$ cat src/rtl/if_id_buf_pkg.sv
// Shared constants for the fetch-to-decode buffer.
// Optional feature macro used by if_id_buf: IF_ID_BYPASS_EN.
package if_id_buf_pkg;

  localparam int unsigned INST_ADDR_BUS_W = 32;
  localparam int unsigned INST_BUS_W      = 32;
  localparam int unsigned IF_ID_DEPTH     = 4;

  // Reset is active-low in this pipeline.
  localparam logic RST_ENABLE = 1'b0;

  localparam logic [INST_BUS_W-1:0] ZERO_WORD = '0;

endpackage : if_id_buf_pkg

$ cat src/rtl/if_id_buf_fifo_ptr_ctrl.sv
// Pointer/occupancy control for the IF/ID FIFO: wrap-around pointers,
// count, full/empty, with reset over flush over push/pop priority.
module if_id_buf_fifo_ptr_ctrl
  import if_id_buf_pkg::*;
#(
  parameter  int unsigned DEPTH = IF_ID_DEPTH,
  localparam int unsigned PW    = $clog2(DEPTH),
  localparam int unsigned CW    = PW + 1
) (
  input  logic          clk,
  input  logic          rst,
  input  logic          push,
  input  logic          pop,
  input  logic          flush,
  output logic [PW-1:0] wr_ptr,
  output logic [PW-1:0] rd_ptr,
  output logic [CW-1:0] count,
  output logic          full,
  output logic          empty
);

  logic [PW-1:0] wr_ptr_q, wr_ptr_d;
  logic [PW-1:0] rd_ptr_q, rd_ptr_d;
  logic [CW-1:0] count_q,  count_d;

  // Pointers wrap naturally because DEPTH is a power of two.
  always_comb begin
    wr_ptr_d = wr_ptr_q;
    rd_ptr_d = rd_ptr_q;
    count_d  = count_q;
    if (flush) begin
      wr_ptr_d = '0;
      rd_ptr_d = '0;
      count_d  = '0;
    end else begin
      if (push) wr_ptr_d = wr_ptr_q + PW'(1);
      if (pop)  rd_ptr_d = rd_ptr_q + PW'(1);
      count_d = count_q + CW'(push) - CW'(pop);
    end
  end

  always_ff @(posedge clk) begin
    if (rst == RST_ENABLE) begin
      wr_ptr_q <= '0;
      rd_ptr_q <= '0;
      count_q  <= '0;
    end else begin
      wr_ptr_q <= wr_ptr_d;
      rd_ptr_q <= rd_ptr_d;
      count_q  <= count_d;
    end
  end

  assign wr_ptr = wr_ptr_q;
  assign rd_ptr = rd_ptr_q;
  assign count  = count_q;
  assign full   = (count_q == CW'(DEPTH));
  assign empty  = (count_q == '0);

endmodule : if_id_buf_fifo_ptr_ctrl

$ cat src/rtl/if_id_buf.sv
// Fetch-to-decode FIFO buffer with valid/ready on both sides and flush.
// Define IF_ID_BYPASS_EN for a zero-latency path when the buffer is empty.
module if_id_buf
  import if_id_buf_pkg::*;
#(
  parameter  int unsigned DEPTH = IF_ID_DEPTH,
  parameter  int unsigned AW    = INST_ADDR_BUS_W,
  parameter  int unsigned DW    = INST_BUS_W,
  localparam int unsigned PW    = $clog2(DEPTH),
  localparam int unsigned CW    = PW + 1
) (
  input  logic          clk,
  input  logic          rst,
  input  logic          if_valid,
  input  logic [AW-1:0] if_pc,
  input  logic [DW-1:0] if_inst,
  output logic          if_ready,
  output logic          id_valid,
  output logic [AW-1:0] id_pc,
  output logic [DW-1:0] id_inst,
  input  logic          id_ready,
  input  logic          flush,
  output logic [CW-1:0] count
);

  logic [AW-1:0] mem_pc_q   [DEPTH];
  logic [DW-1:0] mem_inst_q [DEPTH];
  logic          loaded_q, loaded_d;

  logic [PW-1:0] wr_ptr, rd_ptr;
  logic          full, empty;
  logic          bypass_c, push_c, wr_en_c, pop_c;

  always_comb begin
    bypass_c = 1'b0;
`ifdef IF_ID_BYPASS_EN
    bypass_c = empty & id_ready & if_valid & ~flush;
`endif
    push_c   = if_valid & ~full & ~flush;
    wr_en_c  = push_c & ~bypass_c;
    pop_c    = ~empty & id_ready & ~flush;
    loaded_d = loaded_q | wr_en_c;
  end

  if_id_buf_fifo_ptr_ctrl #(.DEPTH(DEPTH)) u_fifo_ptr_ctrl (
    .clk   (clk),
    .rst   (rst),
    .push  (wr_en_c),
    .pop   (pop_c),
    .flush (flush),
    .wr_ptr(wr_ptr),
    .rd_ptr(rd_ptr),
    .count (count),
    .full  (full),
    .empty (empty)
  );

  // Storage is intentionally not reset.
  always_ff @(posedge clk) begin
    if (wr_en_c) begin
      mem_pc_q[wr_ptr]   <= if_pc;
      mem_inst_q[wr_ptr] <= if_inst;
    end
  end

  // Head reads ZeroWord after reset until the first entry is written.
  always_ff @(posedge clk) begin
    if (rst == RST_ENABLE) loaded_q <= 1'b0;
    else                   loaded_q <= loaded_d;
  end

  always_comb begin
    if_ready = ~full;
    id_valid = ~empty | bypass_c;
    if (bypass_c) begin
      id_pc   = if_pc;
      id_inst = if_inst;
    end else if (loaded_q) begin
      id_pc   = mem_pc_q[rd_ptr];
      id_inst = mem_inst_q[rd_ptr];
    end else begin
      id_pc   = AW'(ZERO_WORD);
      id_inst = DW'(ZERO_WORD);
    end
  end

endmodule : if_id_buf

$ cat config.mk
export PLATFORM = sky130hd
export DESIGN_NAME = if_id_buf
export DESIGN_NICKNAME = d
export VERILOG_FILES = /design/src/rtl/if_id_buf_pkg.sv /design/src/rtl/if_id_buf_fifo_ptr_ctrl.sv /design/src/rtl/if_id_buf.sv
export SDC_FILE = /design/constraint.sdc
export NUM_CORES = 1
export LEC_CHECK = 0
export ABC_AREA = 1
export CAP_MARGIN = 20
export CORE_ASPECT_RATIO = 0.5
export CORE_UTILIZATION = 50
export CTS_CLUSTER_DIAMETER = 30
export DETAILED_ROUTE_END_ITERATION = 8
export PLACE_DENSITY = 0.73
export SLEW_MARGIN = 20
export SYNTH_ARGS = -nofsm -noshare
export SYNTH_HDL_FRONTEND = slang
export SYNTH_SLANG_ARGS = --single-unit
$ cat constraint.sdc
create_clock -name clk -period 4 [get_ports clk]
set_input_delay 0.8 -clock clk [delete_from_list [all_inputs] [get_ports clk]]
set_output_delay 0.8 -clock clk [all_outputs]
set_load 0.01 [all_outputs]
Word-level counts from Yosys, hierarchy flattened
Memories as Yosys holds them, arrays and structs flattened. A register that Yosys moved wholly into a read port is not among the register bits. Cells that the tools add are included. Widths: inputs -> output; s select.

Add/sub/neg operators: 4. Eq/ne operators: 1. Multiplexer cells: 8. Bitwise operators: 9. Reductions and logical operators: 2.

Operators by type and width (count): $mux 32 (2); $mux 2 (4); $add 2x1->2 const B (2); $and 1x1->1 (4); $not 1->1 (4); $add 3x1->3 (1); $eq 3x3->1 const B (1); $logic_not 3->1 (1); $sub 3x1->3 (1); $mux 1 (2); $reduce_or 2->1 (1); $or 1x1->1 (1).

Register bits after elaboration: 8. Memory bits (writable): 256. Bits of input ports: 69. Output and inout port bits: 69. Logic and storage cells: 30. Memories kept: 2.

Memories: mem_inst_q (depth 4, bits a word 32, rd ports 1, clocked after Yosys merged registers in 1, wr ports 1, RTL line if_id_buf.sv:27) `logic [DW-1:0] mem_inst_q [DEPTH];`; mem_pc_q (depth 4, bits a word 32, rd ports 1, clocked after Yosys merged registers in 1, wr ports 1, RTL line if_id_buf.sv:26) `logic [AW-1:0] mem_pc_q [DEPTH];`.

Longest topological paths before layout
Gate-level depths: netlist (run 1).

Depth after elaboration: 6. Depth in mapped cells: 12. Mapped depth without buffers: 12.

By module
A second synthesis (run 1) with hierarchy kept.

Cells, all modules: 1067. Area, all modules: 11220.8 µm².

Modules (own cells, without submodules): if_id_buf (instances 1, cells an instance 1026, area an instance 10892.9 µm², sequential area each 7707.4 µm²); if_id_buf_fifo_ptr_ctrl (instances 1, cells an instance 41, area an instance 327.8 µm², sequential area each 140.1 µm²).

Worst setup path before layout (run 1)
Ideal clock, no wire load.

Path type: input-to-reg. Start point: in if_valid. End point: mem mem_inst_q[0][0] (netlist bit), enable pin. Library setup time: 0.486 ns. Arrival: 3.799 ns. Data required time: 3.514 ns. Slack: -0.286 ns. Stages: 4. Path buffers: 0. Cell sequence: inv_1 -> nor2_1 -> nand2_1 -> nor2_1.

Word-level cells in the longest chain between the ends: 4.

RTL lines: start: declaration (RTL line if_id_buf.sv:14) `input logic if_valid,`; $and 1x1->1 (2 in series) (RTL line if_id_buf.sv:39) `push_c = if_valid & ~full & ~flush;`; $mux 1 (RTL line if_id_buf.sv:60) `if (wr_en_c) begin`; $mux 1 (not written as such) (RTL line if_id_buf.sv:62) `mem_inst_q[wr_ptr] <= if_inst;`; end: declaration (RTL line if_id_buf.sv:27).

Every way passes these cells.

==> results of run 1 <==
## power by group
group	switching (W)	internal, W
registers	0.0000137	0.00311
logic	0.000177	0.000156
clock network	0.00115	0.00178
## critical path, stage by stage, from the launching register on
cell and delay (ns):
dfxtp_4 0.54, buf_4 0.57, nor2_1 0.11, nor2_1 0.11
o21ai_0 0.10, a21oi_1 0.24, clkdlybuf4s50_1 0.58
## cell usage after synthesis, types with 2 or more instances
library cell	number	area share, %
nor2_1	275	9.9
edfxtp_1	256	74
o21ai_0	118	5.6
a21oi_1	66	3.2
inv_1	23	0.83
clkbuf_1	20	0.72
nand2_1	14	0.50
buf_6	13	1.4
dfxtp_1	10	1.9
o21ai_1	10	0.48
buf_2	7	0.34
ha_1	6	0.72
buf_1	5	0.18
buf_4	3	0.22
inv_2	2	0.072
nand3_1	2	0.096
## layout make-up
type / count / area (um^2) / share of cell area [%]
tap: 266 / 332.8 / 2.505
antenna: 1 / 2.502 / 0.01883
clock inverter: 19 / 190.2 / 1.431
sequential: 266 / 7893 / 59.40
clock buffer: 41 / 908.4 / 6.836
multi-input combinational: 494 / 2207 / 16.61
inverter: 25 / 95.09 / 0.7156
timing repair buffer: 162 / 1659 / 12.49
## per-stage QoR
| step | setup TNS, ns | area, um^2 | hold WS [ns] | instances | power [W] |
|---|---|---|---|---|---|
| after floorplan | -73.12 | 10460 | 0.4638 | 833 | 0.003306 |
| final | 0 | 13290 | 0.5294 | 1274 | 0.006380 |
| after detailed placement | 0 | 12190 | 0.5214 | 1213 | 0.003511 |
| after global placement | 0 | 12190 | 0.5134 | 1213 | 0.003500 |
| after CTS | 0 | 13290 | 0.5284 | 1273 | 0.006408 |
| after global routing | 0 | 13290 | 0.5638 | 1273 | 0.006562 |
## registers in the layout, indices dropped and copies added (netlist names), named ones only
name / cells
loaded_q: 1
u_fifo_ptr_ctrl.count: 3
u_fifo_ptr_ctrl.rd_ptr: 2
u_fifo_ptr_ctrl.wr_ptr: 2
mem_pc_q: 128
mem_inst_q: 128
## logic make-up (layout without fill, tap and decap cells)
kind of cell | after synthesis | in the layout | synth area share (%)
AO/OA/AOI/OAI | 194 | 194 | 9.286
XOR/XNOR | 1 | 1 | 0.08378
adder cells (fa/ha/maj) | 7 | 7 | 0.9094
buffers and inverters | 73 | 247 | 3.745
flip-flops | 266 | 266 | 75.43
other | 0 | 1 | 0
AND/OR/NAND/NOR | 292 | 292 | 10.54
## routing by layer
metal / routed length, um / global-route usage (%)
met1: 9921 / 30.16
met2: 11450 / 36.34
met3: 1657 / 4.919
met4: 482 / 6.618
met5: 0 / 0
## how the worst min path moves through the flow
| stage | endpoint | slack (ns) | depth (start not counted) |
|---|---|---|---|
| 2_1_floorplan | flip-flop | 0.46 | 2 |
| 3_3_place_gp | u_fifo_ptr_ctrl.wr_ptr[1] | 0.51 | 2 |
| 3_5_place_dp | u_fifo_ptr_ctrl.wr_ptr[1] | 0.52 | 2 |
| 4_1_cts | u_fifo_ptr_ctrl.wr_ptr[1] | 0.53 | 2 |
| 5_1_grt | u_fifo_ptr_ctrl.wr_ptr[1] | 0.56 | 2 |
| 6_report | u_fifo_ptr_ctrl.wr_ptr[1] | 0.53 | 2 |
==> flow_summary_export.csv, run 1 <==
group,metric,value,unit
routing,routed_wl,23510,um
worst_setup_path,endpoint,"id_pc[11]",
yosys,syn_nets,909,
timing,final_max_slew_viol_count,0,
global_route,antenna_found_initial,1,
timing,fin_ws,0.4165,ns
clock_tree,cts_tree,"built",
routing,via_per_inst,5.354,
layout,syn_to_final_growth,27.08,%
global_route,grt_pass1_wl,36550,um
timing,timing.final.setup_violations,0,
worst_setup_path,crit_arrival,2.78,ns
floorplanning,fp.coreArea,0.01995,mm^2
clock_tree,postCtsSetupBuffers,0,
clock_tree,numCtsBuffers,34,
timing,worst_slew_pin_slew,0.7534,ns
layout,final_common_cell,"nor2_1",
pwr,power_density,480.1,mW/mm^2
timing,max_slew_margin,49.70,%
clock_tree,cts_resized,0,
yosys,yosysWarnings,0,
floorplanning,chipWidth,206.5,um
timing,fin_worst_skew,0.02086,ns
clock_tree,cts_max_path_buffers,3,
clock_tree,cts_sinks,266,
worst_setup_path,critPathLaunchType,"flip-flop",
yosys,syn_avg_cell_area,12.55,um^2
worst_hold_path,min-delay-start,"u_fifo_ptr_ctrl.wr_ptr[1]",
worst_hold_path,hold_class,"reg -> reg",
yosys,syn_area,0.01046,mm^2
clock_tree,h-tree-depth,2,
floorplanning,rows,36,
timing,hold_viol_final,0,
worst_setup_path,crit_type,"reg -> out",
layout,drive_above_1_share,8.540,%
layout,mostFrequentLayoutCells,"271 x nor2_1, 256 x edfxtp_1, 137 x clkdlybuf4s50_1, 118 x o21ai_0, 66 x a21oi_1",
layout,post-route-util,66.59,%
routing,antenna_left,0,
placement,portBuffers,137,
layout,fillCellCount,1387,
floorplanning,ios,138,
timing,max_freq,279.1,MHz
floorplanning,initial_core_util,52.40,%
clock_tree,clk_pin_slew,0.05,ns
yosys,ys_seq_area_share,75.43,%
yosys,postSynthCellCount,833,
clock_tree,postCtsHoldBufs,0,
clock_tree,root_buffer,"clkbuf_16",
worst_setup_path,reg2reg_depth,5,
worst_setup_path,r2r_start,"u_fifo_ptr_ctrl.count[1]",
pwr,power.static_leakage,4.570,nW
yosys,synth.distinct_cells,19,
worst_setup_path,cp_data_required_time,3.20,ns
routing,drt_pre_antenna_iters,7,
worst_setup_path,worstPathMaxFanout,55,
global_route,first_global_vias,6875,
outcome,status,"finished with violations",
global_route,grt_overflow,0,
routing,drc_errors,12,
pwr,vdd_ir_drop_max,254.7,uV
placement,place_ws,0.9680,ns
layout,layout.nets,1059,
routing,drt_iter0_markers,681,
outcome,failed_checks,"design-rule violations",
global_route,grt_max_degree,56,
placement,gp_congestion,0.8149,
worst_setup_path,r2r_slack,1.84,ns
timing,rsz0062_at_grt,"no",
worst_setup_path,r2r-end,"mem_inst_q[0][17]",
global_route,grt_usage,22.34,%
yosys,postSynth.asyncResetShare,0,%
routing,vias,6821,
timing,finalCriticalPeriod,3.584,ns
floorplanning,die_h,104.3,um
job,drv_cap,0,
yosys,ys_ff_latch,266,
floorplanning,dieArea,0.02153,mm^2
yosys,synth_enable_flop_cells,256,
worst_setup_path,endpoint_kind,"primary output",
clock_tree,clock_latency,0.50,ns
timing,post-route-period-util,89.59,%
placement,hpwl,13910,um
yosys,synthFlopType,"edfxtp_1",
routing,routedWlPerCell,18.46,um
(Power assumes the default switching activity.)
==> run 2, diff against run 1 <==
--- a/config.mk
+++ b/config.mk
@@ -6,7 +6,7 @@
 export NUM_CORES = 1
 export LEC_CHECK = 0
 export ABC_AREA = 1
-export CAP_MARGIN = 20
+export CAP_MARGIN = 5
 export CORE_ASPECT_RATIO = 0.5
 export CORE_UTILIZATION = 50
 export CTS_CLUSTER_DIAMETER = 30
==> results of run 2 <==
Final layout, timing and power as in run 1 (identical DEF).
==> run 3, diff against run 2 <==
--- a/config.mk
+++ b/config.mk
@@ -8,10 +8,10 @@
 export ABC_AREA = 1
 export CAP_MARGIN = 5
 export CORE_ASPECT_RATIO = 0.5
-export CORE_UTILIZATION = 50
+export CORE_UTILIZATION = 55
 export CTS_CLUSTER_DIAMETER = 30
 export DETAILED_ROUTE_END_ITERATION = 8
-export PLACE_DENSITY = 0.73
+export PLACE_DENSITY = 0.77
 export SLEW_MARGIN = 20
 export SYNTH_ARGS = -nofsm -noshare
 export SYNTH_HDL_FRONTEND = slang
==> constraint.sdc (replaced) <==
create_clock -name clk -period 4.5 [get_ports clk]
set_input_delay 0.9 -clock clk [delete_from_list [all_inputs] [get_ports clk]]
set_output_delay 0.9 -clock clk [all_outputs]
set_load 0.01 [all_outputs]
==> flow_summary_export.csv, run 3 (same netlist as run 1, synthesis figures left out) <==
group,metric,value,unit
floorplanning,dieArea,0.01960,mm^2
global_route,grt_usage,22.01,%
routing,vias,6597,
worst_setup_path,cp.depth,6,
floorplanning,rows,35,
worst_setup_path,crit_family,"buffers and inverters",
outcome,status,"complete, no violations",
routing,wl_met2,10580,um
clock_tree,root_buffer,"clkbuf_16",
clock_tree,cts_tree,"built",
timing,worst_slew_pin_slew,0.8268,ns
layout,multi_input_area,0.002207,mm^2
floorplanning,die_h,99.50,um
placement,portBuffers,137,
floorplanning,initial_core_util,56.45,%
timing,fin_ws,0.9824,ns
pwr,vdd_ir_drop_max,290.1,uV
clock_tree,cts_resized,0,
worst_setup_path,critPathLaunchType,"flip-flop",
layout,fillCellCount,1233,
layout,seq_area,0.007893,mm^2
worst_setup_path,worstPathMaxFanout,128,
worst_setup_path,endpoint_kind,"primary output",
routing,routed_wl,21520,um
layout,n_antenna_cell,0,
timing,rsz0062_at_grt,"no",
routing,routed.top_layer,"met4",
timing,hold_viol_final,0,
routing,antenna_left,0,
clock_tree,cts_max_path_buffers,3,
clock_tree,clk_pin_slew,0.06,ns
routing,drt_iter0_markers,520,
clock_tree,cts_sinks,266,
routing,drt_pre_antenna_iters,5,
global_route,antenna_found_initial,0,
job,drv_cap,0,
clock_tree,h-tree-depth,1,
timing,finalCriticalPeriod,3.518,ns
timing,max_slew_margin,44.88,%
worst_setup_path,reg2reg_depth,5,
worst_setup_path,crit_buf_inv,2,
worst_setup_path,slowest_stage,"clkdlybuf4s50_1",
pwr,power_density,423.3,mW/mm^2
floorplanning,ios,138,
clock_tree,numCtsBuffers,30,
global_route,grt_max_degree,129,
layout,mostFrequentLayoutCells,"271 x nor2_1, 256 x edfxtp_1, 137 x clkdlybuf4s50_1, 118 x o21ai_0, 66 x a21oi_1",
placement,place_ws,1.405,ns
layout,drive_above_1_share,7.754,%
clock_tree,clock_latency,0.54,ns
routing,via_per_inst,5.269,
layout,syn_to_final_growth,25.33,%
timing,timing.final.setup_violations,0,
global_route,grt_overflow,0,
layout,stdcell_count,1252,
global_route,first_global_vias,6494,
floorplanning,fp.coreArea,0.01852,mm^2
placement,gp_congestion,0.7534,
worst_hold_path,hold_class,"reg -> reg",
placement,hpwl,11750,um
clock_tree,postCtsHoldBufs,0,
timing,max_freq,284.3,MHz
timing,tns,0,ns
worst_setup_path,cp_data_required_time,3.60,ns
pwr,power.static_leakage,4.504,nW
routing,drc_errors,0,
layout,layout.nets,1045,
worst_setup_path,crit_arrival,2.62,ns
pwr,total_power,0.005547,W
layout,final_common_cell,"nor2_1",
worst_setup_path,path_common_cell,"nor2_1",
timing,fin_worst_skew,0.01176,ns
timing,final_max_slew_viol_count,0,
routing,wl_met1,9041,um
clock_tree,postCtsSetupBuffers,0,
global_route,grt_pass1_wl,33080,um
worst_setup_path,crit_type,"reg -> out",
worst_setup_path,max_stage_delay,0.59,ns
timing,post-route-period-util,78.17,%
placement,dp.cells,1196,
worst_setup_path,path_cells,"buf_12 -> nor2_1 -> nor2_1 -> o21ai_0 -> a21oi_1 -> clkdlybuf4s50_1",
floorplanning,chipWidth,197.0,um
routing,routedWlPerCell,17.19,um
worst_hold_path,whs_path_depth,2,
routing,wl_met3,1508,um
-- run 3: worst paths after layout --
path / from / to / slack, ns
setup / recovery: flip-flop / id_pc[11] / 0.98
hold / removal: u_fifo_ptr_ctrl.rd_ptr[1] / flip-flop / 0.50
setup reg to reg: u_fifo_ptr_ctrl.count[1] / mem_pc_q[0][3] / 2.37
hold reg to reg: u_fifo_ptr_ctrl.rd_ptr[1] / flip-flop / 0.50
-- run 3: cell type report --
class	count	share of cell area, %
multi-input cells	494	16.84
clock inverters	19	1.623
flip-flops and latches	266	60.23
well taps	259	2.473
inverters	25	0.7256
clock buffers	37	6.406
repair buffers	152	11.71
-- run 3: metrics by stage --
stage               utilization (%)  hold WS [ns]  area (um^2)
global route                  70.75        0.5331        13110
detailed placement            65.07        0.4845        12050
global placement              65.07        0.4828        12050
CTS                           70.75        0.4930        13110
floorplan                         -        0.4638        10460
finish                        70.75        0.4969        13110
-- run 3: layer usage --
| layer | vias up | global-route usage, % |
|---|---|---|
| met1 | 3178 | 29.42 |
| met3 | 32 | 5.290 |
| met5 | - | 0 |
| met4 | 0 | 5.546 |
| met2 | 194 | 36.83 |
| li1 | 3193 | - |
-- run 3: power breakdown --
group / total [W] / internal [W] / switching, W
clock: 0.00249 / 0.00152 / 0.000966
sequential: 0.00277 / 0.00276 / 0.0000113
combinational: 0.000290 / 0.000137 / 0.000152
total: 0.00555 / 0.00442 / 0.00113
-- run 3: worst register-to-register path: cells and delay by family (launching register included) --
| kind | cells | cell delay (ns) |
|---|---|---|
| and+or+nand+nor | 4 | 1.00 |
| DFF | 1 | 0.41 |
| buffers and inverters | 1 | 0.38 |
